## config.mk

```make
export PLATFORM = sky130hd
export DESIGN_NAME = register_file
export DESIGN_NICKNAME = d
export VERILOG_FILES = /design/src/rtl/register_file.sv
export SDC_FILE = /design/constraint.sdc
export NUM_CORES = 2
export LEC_CHECK = 0
export BUFFER_PORTS_ARGS = -buffer_cell sky130_fd_sc_hd__buf_4
export CAP_MARGIN = 30
export CORE_MARGIN = 2
export CORE_UTILIZATION = 50
export CTS_CLUSTER_SIZE = 24
export DETAILED_ROUTE_END_ITERATION = 16
export HOLD_SLACK_MARGIN = 0.02
export PLACE_DENSITY = 0.64
export SLEW_MARGIN = 5
export SYNTH_ARGS = -nofsm -noshare
export SYNTH_HDL_FRONTEND = slang
export SYNTH_SLANG_ARGS = --single-unit
```

## constraint.sdc

```tcl
create_clock -name clk -period 2.2 [get_ports clk]
set_input_delay 0.22 -clock clk [delete_from_list [all_inputs] [get_ports clk]]
set_output_delay 0.22 -clock clk [all_outputs]
set_load 0.02 [all_outputs]
```

## src/rtl/register_file.sv

```systemverilog
// -----------------------------------------------------------------------------
// register_file
//   RV32 integer register file: 2**ADDR_WIDTH entries of DATA_WIDTH bits, two
//   combinational read ports (rs1/rs2) and one synchronous write port (rd).
//   Entry 0 always reads zero. When BYPASS=1, a read of the address being
//   written in the current cycle returns wdata before the clock edge.
//
// Ports
//   clk     in   1           clock; writes happen on the rising edge
//   rst     in   1           asynchronous, active-low reset (clears all entries)
//   we      in   1           write enable
//   waddr   in   ADDR_WIDTH  write address (rd)
//   wdata   in   DATA_WIDTH  write data
//   raddr1  in   ADDR_WIDTH  read address, port 1 (rs1)
//   raddr2  in   ADDR_WIDTH  read address, port 2 (rs2)
//   rdata1  out  DATA_WIDTH  read data, port 1
//   rdata2  out  DATA_WIDTH  read data, port 2
//
// Handshake: there is none. A write is accepted at every rising edge where
//   rst is high, we is high and waddr is non-zero; reads are pure functions of
//   the current addresses, stored state and (with BYPASS) the pending write.
// -----------------------------------------------------------------------------
module register_file #(
    parameter int DATA_WIDTH = 32,
    parameter int ADDR_WIDTH = 5,
    parameter int BYPASS     = 1
) (
    input  logic                  clk,
    input  logic                  rst,
    input  logic                  we,
    input  logic [ADDR_WIDTH-1:0] waddr,
    input  logic [DATA_WIDTH-1:0] wdata,
    input  logic [ADDR_WIDTH-1:0] raddr1,
    input  logic [ADDR_WIDTH-1:0] raddr2,
    output logic [DATA_WIDTH-1:0] rdata1,
    output logic [DATA_WIDTH-1:0] rdata2
);

    localparam int DEPTH = 2 ** ADDR_WIDTH;

    logic [DATA_WIDTH-1:0] regs [DEPTH];

    // A write is only real when enabled and not aimed at x0. Evaluating we
    // first keeps an unknown waddr harmless while we is low.
    logic wr_en;
    assign wr_en = we && (waddr != '0);

    // Entry 0 is cleared by reset and never written afterwards; reads of
    // address 0 are masked below regardless of what it holds.
    always_ff @(posedge clk or negedge rst) begin
        if (!rst) begin
            for (int i = 0; i < DEPTH; i++) begin
                regs[i] <= '0;
            end
        end else if (wr_en) begin
            regs[waddr] <= wdata;
        end
    end

    // Bypass is gated by rst so that nothing but zero is visible while the
    // file is held in reset, even with a write pending on the inputs.
    logic byp1;
    logic byp2;
    assign byp1 = (BYPASS != 0) && rst && wr_en && (waddr == raddr1);
    assign byp2 = (BYPASS != 0) && rst && wr_en && (waddr == raddr2);

    always_comb begin
        rdata1 = '0;
        if (rst && (raddr1 != '0)) begin
            if (byp1) begin
                rdata1 = wdata;
            end else begin
                rdata1 = regs[raddr1];
            end
        end
    end

    always_comb begin
        rdata2 = '0;
        if (rst && (raddr2 != '0)) begin
            if (byp2) begin
                rdata2 = wdata;
            end else begin
                rdata2 = regs[raddr2];
            end
        end
    end

endmodule

```

---- Word-level counts from Yosys, hierarchy flattened ----
Cells that the tools add are included.
operators by class
  order comparisons ....................... 4
  equal/unequal tests ..................... 2
  multiplexer cells ....................... 13
  bitwise gates (word level) .............. 3
  reduce and logical (&&, ||, !) cells .... 10
operators with widths
  cell                  number
  $bwmux W1024          1
  $bmux W32 S5          2
  $mux W32              9
  $demux W32 S5         1
  $ge A6 B6 Y1 const B  3
  $not A5 Y6            3
  $reduce_bool A5 Y1    3
  $eq A5 B5 Y1          2
  $logic_and A1 B1 Y1   7
  $lt A6 B1 Y1 const B  1
word-level totals
  register bits ........................... 1,024
  bits of input ports ..................... 50
  output and inout bits ................... 64
  logic and storage cells ................. 64

---- Longest topological paths before layout ----
  depth in word-level cells ............... 6
  gate-level depth with buffers ........... 9
  gate-level depth less buffers ........... 5

---- Worst setup path after synthesis ----
Ideal clock, no wire load.
  path kind ............................... input-to-output
  from .................................... in raddr2[1]
  to ...................................... out rdata2[19]
  arrival ................................. 1,845 ps
  required time ........................... 1,980 ps
  path slack .............................. 135 ps
  stages on the path ...................... 7
  path buffers ............................ 3
  cells stage by stage .................... buf_2 > buf_2 > clkbuf_1 > mux4_2 > a22oi_1 > nand2_1 > a221o_1
on the way
  cells in the longest elaborated chain, start to end .. 6
  elaborated cells on any way between the ends .. 10
  those cells by class .................... eq/ne (1); mux (5); bitwise (1); reduce/logical (3)
RTL lines
  item                                          RTL line  text
  start, declared                               34        input logic [ADDR_WIDTH-1:0] raddr2,
  $not A5 Y6 (implied by the code)              84        rdata2 = regs[raddr2];
  $bmux W32 S5                                  84
  $mux W32 (implied by the code) (2 in series)  84
  $mux W32                                      81        if (byp2) begin
  $mux W32 *                                    80        if (rst && (raddr2 != '0)) begin
  end, declared                                 36        output logic [DATA_WIDTH-1:0] rdata2
Mark *: on every way between the ends. The rest lies on a longest branch, timed or not. The select of a mux whose other input is x is not followed.

---- Final worst setup path ----
  from .................................... reg regs[903] (netlist name)
  to ...................................... out rdata2[7]
on the way
  cells in the longest elaborated chain, start to end .. 5
RTL lines
  item                                          RTL line  text
  start, declared                               41        logic [DATA_WIDTH-1:0] regs [DEPTH];
  start signal, assigned by index               56        regs[waddr] <= wdata;
  $bmux W32 S5                                  84
  $mux W32 (implied by the code) (2 in series)  84
  $mux W32                                      81
  $mux W32                                      80
No other way between the ends. The select of a mux whose other input is x is not followed.

==> out/metrics.cfg <==
[run_status]
violated_checks=setup timing
outcome=finished, violations left

[floorplan]
start_util=0.505
floorplan.die.height_um=336
placement_rows=121
top_level_ports=114
die_width_um=336
floorplan.die_area_um2=113000
fp.coreArea_um2=109000

[sta]
period_minus_slack_ns=2.68
worst_slew_pin_slew_ns=0.995
fmax_mhz=374
post_route_setup_slack_ns=-0.477
finalSetupViolCount=64
slew_viol_final=0
finalHoldWorstSlack_ns=0.0661
grt_setup_unrepaired=true
timing_hold_violations_final=0
skew_ns=0
max-slew-margin-rel=0.336
min_period_over_period=1.22

[clock_network]
worst_setup_hold_path_clk_slew_ns=0.06
insertion_delay_ns=0.73
cts.htree.levels=3
cts_inserted_buffers=112
cts_tree=done
clockRootBuffer=clkbuf_16
number_of_buffers_on_the_longest_clock_path=3
cts_sinks=1024

[layout]
largest_register_ff_count=1024
layout_top_registers=regs x1024
top_library_cells_by_usage_in_the_layout_fill_and_taps_aside=1,024 x dfrtp_1, 933 x mux2_2, 378 x mux4_2
drive_gt1_frac=0.556
final_common_cell=dfrtp_1
regMostFlops=regs
final_net_count=4022
fin_area_um2=66100
layout-area-overhead-vs-synth_pct=20.1

[routing]
drt_drc_violations_left=0
met3RoutedLength_um=13700
postRouteWirelength_um=172000
post_drt_via_cell_ratio=6.71
top_layer_used=met5
drtAntennaViolNets=0
firstDrtPassIters=7
wirelength_met1_um=74600
wl_met2_um=79600
drt_iter0_drc=3359
wire_per_inst_um=31.4
via_count=36800

[synth]
synth_enable_flop_cells=0
yosys_warnings=0
synthFlopType=dfrtp_1
synthDistinctLibCells=46
ys_ff_latch=1024
mappedNetlistNets=3825
async_flop_share=1.00
syn-instance-count=3775
avgSynthCellArea_um2=14.6
post_synth_instance_area_um2=55000
yosysSeqAreaShare=0.465

[placement]
routabilityCongestion=0.832
place.detailed.hpwl_um=110000
buffer_ports.inserted=113
postPlaceCellArea_um2=60500

[global_route]
grt_usage=0.308
grt_start_max_net_pins=163
grt_pass1_vias=37900
grt_pass1_wl_um=257000
grt_antenna_before_repair=4
gr-total-overflow=0

[worst_setup_path]
crit_start=regs[903]
regToRegStartpoint=regs[265]
crit_path_end_kind=output port
combined_buffer_and_inverter_count_along_the_critical_path=1
cp_cell_sequence=mux4_2, a22oi_2, nand2_1, a221o_1, buf_6
critPathKind=flop to output port
critical_path_at_ns=2.46
path_max_fanout=3
cp_data_required_time_ns=1.98
critical_path_cell_with_the_highest_stage_delay=mux4_2
cpLargestDelayFamily=compound AO/OA/AOI/OAI gates
worst_setup_path_start_kind=flop
max_stage_delay_ns=0.51

[worst_hold_path]
worst_hold_path_type=input port to flop
worst_hold_startpoint=wdata[28]

[pwr]
ir_worst_vdd_v=0.000705
power.leakage_uw=0.0290
pwr_density_cell_nw_per_um2=872

[job]
timing.max_cap.violations=0

## layout make-up
cell class / count / area [um^2]
tap: 1414 / 1770
multi-input combinational: 2310 / 28700
fill: 8290 / 42900
antenna: 1 / 2.50
clock buffer: 157 / 3280
timing repair buffer: 523 / 6060
inverter: 1 / 3.75
clock inverter: 49 / 652
sequential: 1024 / 25600
## cell usage after synthesis (5+ instances only)
| cell | number | area share |
|---|---|---|
| buf_6 | 25 | 0.0051 |
| clkbuf_1 | 216 | 0.015 |
| mux2_1 | 59 | 0.012 |
| buf_4 | 43 | 0.0059 |
| o22ai_1 | 31 | 0.0035 |
| nand2_1 | 52 | 0.0035 |
| mux2_2 | 933 | 0.19 |
| buf_1 | 47 | 0.0032 |
| mux2i_1 | 330 | 0.060 |
| xnor2_1 | 8 | 0.0013 |
| nor2b_1 | 5 | 0.00057 |
| buf_2 | 109 | 0.0099 |
| o221a_1 | 31 | 0.0063 |
| dfrtp_1 | 1024 | 0.47 |
| a22oi_1 | 197 | 0.027 |
| a221o_1 | 32 | 0.0058 |
| a221oi_1 | 64 | 0.010 |
| nand3_1 | 66 | 0.0060 |
| nor2_1 | 22 | 0.0015 |
| o21bai_1 | 32 | 0.0044 |
| a21oi_1 | 35 | 0.0032 |
| mux4_2 | 378 | 0.15 |
## through the flow
stage	worst slack [ns]	util	std cells	setup TNS [ns]	total power, uW
after floorplan	0.135	-	3775	0	32900
after detailed placement	-0.400	0.555	5245	-16.39	37000
after global placement	-0.371	0.555	5245	-15.27	36600
after CTS	-0.531	0.602	5468	-27.16	57500
final	-0.477	0.606	5479	-24.77	57600
after global routing	-0.517	0.606	5478	-28.43	59900
## where the power goes
part / total [uW] / switching [uW] / internal, uW
Sequential: 25200 / 2730 / 22400
Clock: 20000 / 8150 / 11800
Combinational: 12500 / 5160 / 7350
## repair_timing
action | 4_1_cts | 5_1_grt
hold buffers | 25 | 0
setup buffers | 17 | 13
gates resized for setup | 216 | 75
pin swaps | 175 | 84
endpoints found under the hold margin | 551 | 0
endpoints found under the setup margin | 64 | 64
## per-layer routing
layer  vias to the layer above  GRT usage
met1                     20000      0.440
met5                         -          0
met4                         6     0.0891
li1                      15100          -
met2                      1377      0.472
met3                       280     0.0729
## logic make-up (layout without fill, tap and decap cells)
logic type	Yosys count	after routing	share of synthesized area
muxes	1700	1700	0.418
DFF	1024	1024	0.465
buffers and inverters	441	730	0.0389
AOI/OAI and AO/OA	430	430	0.0617
and+or+nand+nor	170	170	0.0148
xor gates and xnor gates	10	10	0.00159
other	0	1	0
## final timing paths
check,slack (ns),depth (start not counted),to
max,-0.48,5,rdata2[7]
min,0.07,2,regs[604]
max reg2reg,1.18,3,regs[265]
min reg2reg,0.39,0,regs[1018]
max in group asynchronous,0.55,4,regs[870]
min in group asynchronous,0.33,3,regs[953]
## worst register-to-register path: stages (launching register included)
cell     delay (ns)
dfrtp_1        0.40
buf_4          0.14
buf_4          0.12
mux2_2         0.25
(Power assumes the default switching activity.)
